===== src/rtl/bcd_timer_display.sv =====
`default_nettype none
// ============================================================================
// Module      : bcd_timer_display
// Description : Multi-digit BCD seconds timer with per-digit seven-segment
//               drive. Counts up or down once every CLK_FREQ clock cycles
//               while running. Supports start/pause/clear/load control,
//               a terminal-count pulse on down-count and a wrap pulse on
//               up-count.
//
// Parameters  : CLK_FREQ  - i_clk cycles per count step (>= 2)
//               N_DIGITS  - number of BCD digits (1..8), digit 0 is the LSD
//
// Ports       : i_clk       system clock
//               i_rst_n     asynchronous active-low reset
//               i_start     pulse: begin/resume counting
//               i_pause     pulse: hold the count
//               i_clear     pulse: zero all digits, return to IDLE
//               i_load      pulse: load i_load_val (nibbles >9 clamp to 9)
//               i_load_val  BCD preset, digit k at [4k+3:4k]
//               i_down      0 = count up, 1 = count down (sampled per step)
//               o_bcd       registered current count
//               o_seg       active-low {g,f,e,d,c,b,a}, digit k at [7k+6:7k]
//               o_running   high while counting
//               o_done      one-cycle pulse when a down-count reaches zero
//               o_wrap      one-cycle pulse when an up-count wraps to zero
//
// Build macro : LEADING_ZERO_BLANK_EN - when defined, leading zero digits
//               (other than digit 0) are blanked on o_seg.
//
// Revision    : 1.0 - initial release
// ============================================================================
module bcd_timer_display #(
  parameter int CLK_FREQ = 50000000,
  parameter int N_DIGITS = 4
) (
  input  logic                  i_clk,
  input  logic                  i_rst_n,
  input  logic                  i_start,
  input  logic                  i_pause,
  input  logic                  i_clear,
  input  logic                  i_load,
  input  logic [4*N_DIGITS-1:0] i_load_val,
  input  logic                  i_down,
  output logic [4*N_DIGITS-1:0] o_bcd,
  output logic [7*N_DIGITS-1:0] o_seg,
  output logic                  o_running,
  output logic                  o_done,
  output logic                  o_wrap
);

  localparam int          c_BCD_W     = 4 * N_DIGITS;
  localparam logic [31:0] c_PRESC_MAX = 32'(CLK_FREQ - 1);

  typedef enum logic [1:0] {
    S_IDLE  = 2'd0,
    S_RUN   = 2'd1,
    S_PAUSE = 2'd2,
    S_DONE  = 2'd3
  } state_t;

  // --------------------------------------------------------------------------
  // BCD helpers
  // --------------------------------------------------------------------------
  function automatic logic [c_BCD_W-1:0] f_inc(input logic [c_BCD_W-1:0] v);
    logic [c_BCD_W-1:0] r;
    logic               c;
    r = v;
    c = 1'b1;
    for (int k = 0; k < N_DIGITS; k++) begin
      if (c) begin
        if (v[4*k +: 4] == 4'd9) begin
          r[4*k +: 4] = 4'd0;
        end else begin
          r[4*k +: 4] = v[4*k +: 4] + 4'd1;
          c = 1'b0;
        end
      end
    end
    return r;
  endfunction

  function automatic logic [c_BCD_W-1:0] f_dec(input logic [c_BCD_W-1:0] v);
    logic [c_BCD_W-1:0] r;
    logic               b;
    r = v;
    b = 1'b1;
    for (int k = 0; k < N_DIGITS; k++) begin
      if (b) begin
        if (v[4*k +: 4] == 4'd0) begin
          r[4*k +: 4] = 4'd9;
        end else begin
          r[4*k +: 4] = v[4*k +: 4] - 4'd1;
          b = 1'b0;
        end
      end
    end
    return r;
  endfunction

  function automatic logic [c_BCD_W-1:0] f_clamp(input logic [c_BCD_W-1:0] v);
    logic [c_BCD_W-1:0] r;
    for (int k = 0; k < N_DIGITS; k++) begin
      r[4*k +: 4] = (v[4*k +: 4] > 4'd9) ? 4'd9 : v[4*k +: 4];
    end
    return r;
  endfunction

  function automatic logic [6:0] f_seg(input logic [3:0] d, input logic blank);
    logic [6:0] s;
    case (d)
      4'd0:    s = 7'b1000000;
      4'd1:    s = 7'b1111001;
      4'd2:    s = 7'b0100100;
      4'd3:    s = 7'b0110000;
      4'd4:    s = 7'b0011001;
      4'd5:    s = 7'b0010010;
      4'd6:    s = 7'b0000010;
      4'd7:    s = 7'b1111000;
      4'd8:    s = 7'b0000000;
      4'd9:    s = 7'b0010000;
      default: s = 7'b1111111;
    endcase
    return blank ? 7'b1111111 : s;
  endfunction

  // --------------------------------------------------------------------------
  // State
  // --------------------------------------------------------------------------
  state_t               r_state;
  state_t               w_state_nxt;
  logic [31:0]          r_presc;
  logic [31:0]          w_presc_nxt;
  logic [c_BCD_W-1:0]   r_bcd;
  logic [c_BCD_W-1:0]   w_bcd_nxt;
  logic                 r_done;
  logic                 w_done_nxt;
  logic                 r_wrap;
  logic                 w_wrap_nxt;

  logic [c_BCD_W-1:0]   w_inc;
  logic [c_BCD_W-1:0]   w_dec;
  logic                 w_is_zero;

  assign w_inc     = f_inc(r_bcd);
  assign w_dec     = f_dec(r_bcd);
  assign w_is_zero = (r_bcd == '0);

  always_ff @(posedge i_clk or negedge i_rst_n) begin
    if (!i_rst_n) begin
      r_state <= S_IDLE;
      r_presc <= '0;
      r_bcd   <= '0;
      r_done  <= 1'b0;
      r_wrap  <= 1'b0;
    end else begin
      r_state <= w_state_nxt;
      r_presc <= w_presc_nxt;
      r_bcd   <= w_bcd_nxt;
      r_done  <= w_done_nxt;
      r_wrap  <= w_wrap_nxt;
    end
  end

  // Control priority: clear > load > pause > start. A pause arriving on the
  // step cycle wins, so the step is deferred until the next resume.
  always_comb begin
    w_state_nxt = r_state;
    w_presc_nxt = r_presc;
    w_bcd_nxt   = r_bcd;
    w_done_nxt  = 1'b0;
    w_wrap_nxt  = 1'b0;

    if (i_clear) begin
      w_state_nxt = S_IDLE;
      w_presc_nxt = '0;
      w_bcd_nxt   = '0;
    end else if (i_load) begin
      w_state_nxt = S_IDLE;
      w_presc_nxt = '0;
      w_bcd_nxt   = f_clamp(i_load_val);
    end else begin
      case (r_state)
        S_IDLE: begin
          w_presc_nxt = '0;
          if (i_start) begin
            w_state_nxt = S_RUN;
          end
        end
        S_RUN: begin
          if (i_pause) begin
            w_state_nxt = S_PAUSE;
          end else if (r_presc == c_PRESC_MAX) begin
            w_presc_nxt = '0;
            if (i_down) begin
              // Never borrow below zero: a down step from zero just stops.
              if (w_is_zero) begin
                w_state_nxt = S_DONE;
              end else begin
                w_bcd_nxt = w_dec;
                if (w_dec == '0) begin
                  w_state_nxt = S_DONE;
                  w_done_nxt  = 1'b1;
                end
              end
            end else begin
              // Incremented value is zero only when coming from all nines.
              w_bcd_nxt  = w_inc;
              w_wrap_nxt = (w_inc == '0);
            end
          end else begin
            w_presc_nxt = r_presc + 32'd1;
          end
        end
        S_PAUSE: begin
          if (i_start) begin
            w_state_nxt = S_RUN;
            w_presc_nxt = '0;
          end
        end
        S_DONE: begin
          w_presc_nxt = '0;
          if (i_start && (!w_is_zero || !i_down)) begin
            w_state_nxt = S_RUN;
          end
        end
        default: begin
          w_state_nxt = S_IDLE;
          w_presc_nxt = '0;
        end
      endcase
    end
  end

  // --------------------------------------------------------------------------
  // Segment decode
  // --------------------------------------------------------------------------
  logic [N_DIGITS-1:0] w_blank;

`ifdef LEADING_ZERO_BLANK_EN
  // Walk from the most significant digit downward; a digit is blanked while
  // it and every digit above it are zero. Digit 0 always shows.
  logic w_hi_zero;
  always_comb begin
    w_blank   = '0;
    w_hi_zero = 1'b1;
    for (int k = N_DIGITS - 1; k > 0; k--) begin
      w_hi_zero  = w_hi_zero && (r_bcd[4*k +: 4] == 4'd0);
      w_blank[k] = w_hi_zero;
    end
  end
`else
  assign w_blank = '0;
`endif

  genvar g;
  for (g = 0; g < N_DIGITS; g++) begin : g_digit
    assign o_seg[7*g +: 7] = f_seg(r_bcd[4*g +: 4], w_blank[g]);
  end

  assign o_bcd     = r_bcd;
  assign o_running = (r_state == S_RUN);
  assign o_done    = r_done;
  assign o_wrap    = r_wrap;

endmodule
`default_nettype wire


===== config.mk =====
export PLATFORM = sky130hd
export DESIGN_NAME = bcd_timer_display
export DESIGN_NICKNAME = d
export VERILOG_FILES = /design/src/rtl/bcd_timer_display.sv
export SDC_FILE = /design/constraint.sdc
export NUM_CORES = 1
export LEC_CHECK = 0
export CORE_UTILIZATION = 24
export CTS_CLUSTER_SIZE = 40
export DETAILED_ROUTE_END_ITERATION = 6
export MAX_ROUTING_LAYER = met4
export PLACE_DENSITY_LB_ADDON = 0.12
export SLEW_MARGIN = 10
export SYNTH_ARGS = -nofsm -noshare
export SYNTH_HDL_FRONTEND = slang
export SYNTH_SLANG_ARGS = --single-unit

===== constraint.sdc =====
create_clock -name i_clk -period 3.1 [get_ports i_clk]
set_clock_uncertainty 0.1 [all_clocks]
set_input_delay 0.465 -clock i_clk [delete_from_list [all_inputs] [get_ports i_clk]]
set_output_delay 0.465 -clock i_clk [all_outputs]
set_load 0.02 [all_outputs]

==> results of run 1 <==
cell families after synthesis:
group / count (synthesis) / synth area share (%)
xor gates and xnor gates: 34 / 6.46
DFF: 52 / 28.2
AOI/OAI and AO/OA: 142 / 21.2
and+or+nand+nor: 276 / 30.6
buffers and inverters: 63 / 5.73
muxes: 6 / 1.57
adders and majority gates: 23 / 6.24
routing by layer:
metal  track usage (%)  wire length [um]  share of wire, %  up-vias
li1                  -                 -                 -     2293
met5                 -                 0                 0        -
met4              3.89               166               1.1        0
met1              23.8              8050                52     2296
met2              24.2              6620                43      130
met3              1.54               509               3.3       13
state kept, by name, summed over array words and instances, names as in the netlist:
signal and cells:
o_wrap 1, o_bcd 16, r_presc 32, r_state 2, o_done 1
cell usage after synthesis, types with 11 or more instances:
cell / n / share of area [%]
nor2_1: 90 / 7.3
nand2_1: 62 / 5.1
dfrtp_1: 52 / 28
o21ai_0: 36 / 3.9
a21oi_1: 34 / 3.7
clkbuf_1: 25 / 2.0
inv_1: 25 / 2.0
nand3_1: 24 / 2.6
ha_1: 23 / 6.2
xor2_1: 19 / 3.6
nor3_1: 16 / 1.7
xnor2_1: 15 / 2.9
nand4_1: 12 / 1.6
a31oi_1: 11 / 1.5
worst paths after layout:
| check | depth (start not counted) | endpoint | from |
|---|---|---|---|
| setup reg to reg | 8 | r_state[1] | o_bcd[1] |
| setup / recovery | 6 | o_seg[3] | o_bcd[0] |
| hold / removal | 1 | r_presc[26] | i_rst_n |
| min in group i_clk | 2 | r_presc[20] | r_presc[20] |
| max in group asynchronous | 2 | o_wrap | i_rst_n |
| hold reg to reg | 2 | r_presc[20] | r_presc[20] |
final cells by class:
class	instances	area [um2]	area share [%]
Multi-Input combinational cell	481	3040	52.2
Sequential cell	52	1300	22.3
Timing Repair Buffer	101	951	16.3
Tap cell	234	293	5.02
Clock buffer	6	129	2.21
Inverter	26	97.6	1.67
Clock inverter	2	16.3	0.279
power breakdown:
| part | internal (mW) | leakage, nW | switching, mW |
|---|---|---|---|
| Sequential | 0.699 | 0.712 | 0.0549 |
| Clock | 0.302 | 0.0671 | 0.279 |
| Combinational | 0.422 | 1.51 | 0.549 |
| Total | 1.42 | 2.29 | 0.882 |
per-stage QoR:
step                setup WS [ns]  hold WS (ns)
finish                      0.259        0.0861
global route               0.0426         0.134
floorplan                   0.236        0.0694
CTS                         0.233         0.110
global placement            0.317         0.436
detailed placement          0.313         0.432
==> reports/results.ini, run 1 <==
[outcome]
status=completed

[logic_synthesis]
yosysUniqueCellTypes=65
synth_seq_cells=52
synth_nets=642
syn-instance-count=596
postSynthAreaPerCell_um2=7.73
synth_area_mm2=0.00461
async_reset_ff_share_pct=100
ys.flop_type=dfrtp_1
yosysSeqAreaShare_pct=28.2
synth_edf_count=0
ys_warn_count=0

[floorplan]
die_x_um=141
fp-row-count=50
die_area_mm2=0.0198
core-area_mm2=0.0188
pin_count=70
die_y_um=141
start_util_pct=24.6

[timing]
tns_ns=0
tightest_slew_ns=0.625
fin_crit_sh_pct=91.7
hold_viol=0
rsz0062_at_grt=false
max_slew_margin_pct=57.8
drv_slew=0
setup_viol=0
fmax_ghz=0.352
finalCriticalPeriod_ns=2.84

[worst_setup_path]
cp_num_buf_inv=2
worstPathRequired_ns=2.53
crit_slowest_cell=clkdlybuf4s50_1
critPathTopFamily=buffers and inverters
reg2reg_slack_ns=0.28
critPathKind=register to output pin
crit_path_max_fanout=11
worstSetupStartpointType=register
worst_ep_arrival_time_ns=2.28
endpoint_kind=output pin
worstPathCellList=buf_4 > ha_1 > or2_2 > a21oi_1 > a31oi_1 > clkdlybuf4s50_1
cpPeakStageDelay_ns=0.58

[final_layout]
drive_gt1_share_pct=9.28
diodes=0
area_growth_pct=26.5
fin_util_pct=31.1
nNetsFinal=713
design_area_mm2=0.00583
final_cells=902
mostFrequentLayoutCell=nor2_1
layout_common_cells=nor2_1 (90), clkdlybuf4s50_1 (68), nand2_1 (62), dfrtp_1 (52), o21ai_0 (36)
fillers=1985

[global_routing]
antenna_found_initial=0
grt_usage_pct=16.4
grt_max_degree=30
grt_first_pass_wirelength_um=25100
first_global_vias=4566
overflow=0

[drt]
first_pass_iters=5
wl_per_cell_um=17.0
drc=0
ant_nets=0
drt_wl_total_um=15300
drt_iter0_drc=421
via_count=4732
vias_per_cell=5.25

[cts]
cts_tree=yes
numCtsBuffers=5
cts-htree-levels=2
cts_root_buf=clkbuf_16
clockBufferDepth=2
cts_setup_buffers=0
clk_pin_slew_ns=0.07
ctsResizeCount=0
hold_buffers=0
cts.sinks=52
insertion_delay_ns=0.30

[placed_design]
placed_area_mm2=0.00569
hpwl_um=11400
gp_congestion=0.866
dp.cells=894
io_buffers=69

[power]
powerDensity_mw_per_mm2=395
ir_worst_vdd_mv=0.175
p_leak_nw=2.29
finalPower_mw=2.31

[flow_run]
max-cap-violations=0

[worst_hold_path]
hp-class=input pin to asynchronous set/reset pin

(Power assumes the default switching activity.)
==> run 2, diff against run 1 <==
- CORE_MARGIN: default -> 2
==> run 2 against run 1 <==
Cell count grew 0.22%. Sequential cell count is the same. Worst setup slack lost 0.046 ns. Die area grew 2.9%. Routed wire length grew 1.4%. Highest routed layer unchanged.
==> reports/results.ini, run 2 (synthesis results as in run 1) <==
[outcome]
status=completed

[final_layout]
area_growth_pct=26.6
diodes=0
layout_common_cells=nor2_1 (90), clkdlybuf4s50_1 (68), nand2_1 (62), dfrtp_1 (52), o21ai_0 (36)
mostFrequentLayoutCell=nor2_1
final_cells=904
drive_gt1_share_pct=9.70
nNetsFinal=715
register_area_mm2=0.00130
largest_register_ffs=32
fillers=2020
regMostFlops=r_presc
multi_input_area_mm2=0.00304

[placed_design]
gp_congestion=0.887
dp.cells=896
hpwl_um=11500
io_buffers=69

[cts]
cts_tree=yes
cts-htree-levels=2
cts_root_buf=clkbuf_16
clk_pin_slew_ns=0.08
hold_buffers=0
cts.sinks=52
insertion_delay_ns=0.30
clockBufferDepth=2
numCtsBuffers=5

[power]
p_leak_nw=2.29
powerDensity_mw_per_mm2=398
finalPower_mw=2.32
ir_worst_vdd_mv=0.208

[global_routing]
antenna_found_initial=0
grt_max_degree=30
overflow=0
grt_usage_pct=16.0
first_global_vias=4524
grt_first_pass_wirelength_um=25100

[timing]
fmax_ghz=0.346
setup_viol=0
rsz0062_at_grt=false
tightest_slew_ns=0.634
drv_slew=0
fin_crit_sh_pct=93.1
max_slew_margin_pct=57.7
tns_ns=0
hold_viol=0
finalCriticalPeriod_ns=2.89

[worst_setup_path]
critPathKind=register to register
worstPathRequired_ns=3.20
crit_path_max_fanout=7
critPathTopFamily=simple AND/OR/NAND/NOR gates
crit_slowest_cell=or4_1
worstSetupStartpointType=register
cpPeakStageDelay_ns=0.59
worstPathCellList=inv_1 > buf_4 > ha_1 > and3b_1 > nand3_1 > o21ai_0 > o311ai_0 > or4_1 > nor3_1
worst_ep_arrival_time_ns=2.99
cp_num_buf_inv=2
endpoint_kind=register

[drt]
first_pass_iters=5
drt_iter0_drc=468
wl_per_cell_um=17.2
via_count=4696
ant_nets=0
drt_wl_total_um=15600
vias_per_cell=5.19
drc=0

[flow_run]
max-cap-violations=0

[floorplan]
start_util_pct=24.6
die_area_mm2=0.0203
die_y_um=143
fp-row-count=50
pin_count=70
die_x_um=143
core-area_mm2=0.0188

[worst_hold_path]
hp-class=input pin to asynchronous set/reset pin

==> run 2: path summary, 6_finish.rpt <==
check                       startpoint          end  slack, ns  depth (start not counted)
min in group i_clk         r_presc[23]  r_presc[23]       0.46                          2
max reg2reg                   o_bcd[5]       o_wrap       0.21                          9
max in group asynchronous      i_rst_n  r_presc[15]       2.15                          2
min reg2reg                r_presc[23]  r_presc[23]       0.46                          2
min                            i_rst_n    o_bcd[11]       0.07                          1
max                           o_bcd[5]       o_wrap       0.21                          9
==> run 2: through the flow <==
| step | setup slack [ns] | instance area [um2] | util [%] | hold slack, ns |
|---|---|---|---|---|
| global placement | 0.248 | 5690 | 30.3 | 0.413 |
| detailed placement | 0.185 | 5690 | 30.3 | 0.417 |
| finish | 0.213 | 5830 | 31.1 | 0.0723 |
| global route | 0.0241 | 5830 | 31.1 | 0.106 |
| CTS | 0.132 | 5830 | 31.1 | 0.0860 |
| floorplan | 0.236 | 4610 | - | 0.0694 |
==> run 2: where the power goes <==
part	switching, mW	internal (mW)	total, mW
clock	0.287	0.303	0.589
sequential	0.0505	0.699	0.749
combinational	0.561	0.423	0.984
total	0.898	1.42	2.32
==> run 2: what timing repair did <==
| action | 4_1_cts | 5_1_grt |
|---|---|---|
| buffers inserted | 0 | 0 |
| setup endpoints to repair | 0 | 1 |
| resized for setup | 0 | 1 |
==> run 2: layer usage <==
| layer | vias to the layer above | part of all wire [%] | track usage, % |
|---|---|---|---|
| met1 | 2269 | 52 | 23.8 |
| met4 | 0 | 1.1 | 4.01 |
| met3 | 11 | 5.5 | 2.52 |
| met5 | - | 0 | - |
| met2 | 127 | 41 | 22.3 |
| li1 | 2289 | - | - |
==> run 2: layout make-up <==
cell class / count / share of cell area, %
multi-input combinational: 481 / 52.2
sequential: 52 / 22.3
clock inverter: 2 / 0.279
timing repair buffer: 103 / 16.3
clock buffer: 6 / 2.21
tap: 234 / 5.02
inverter: 26 / 1.67
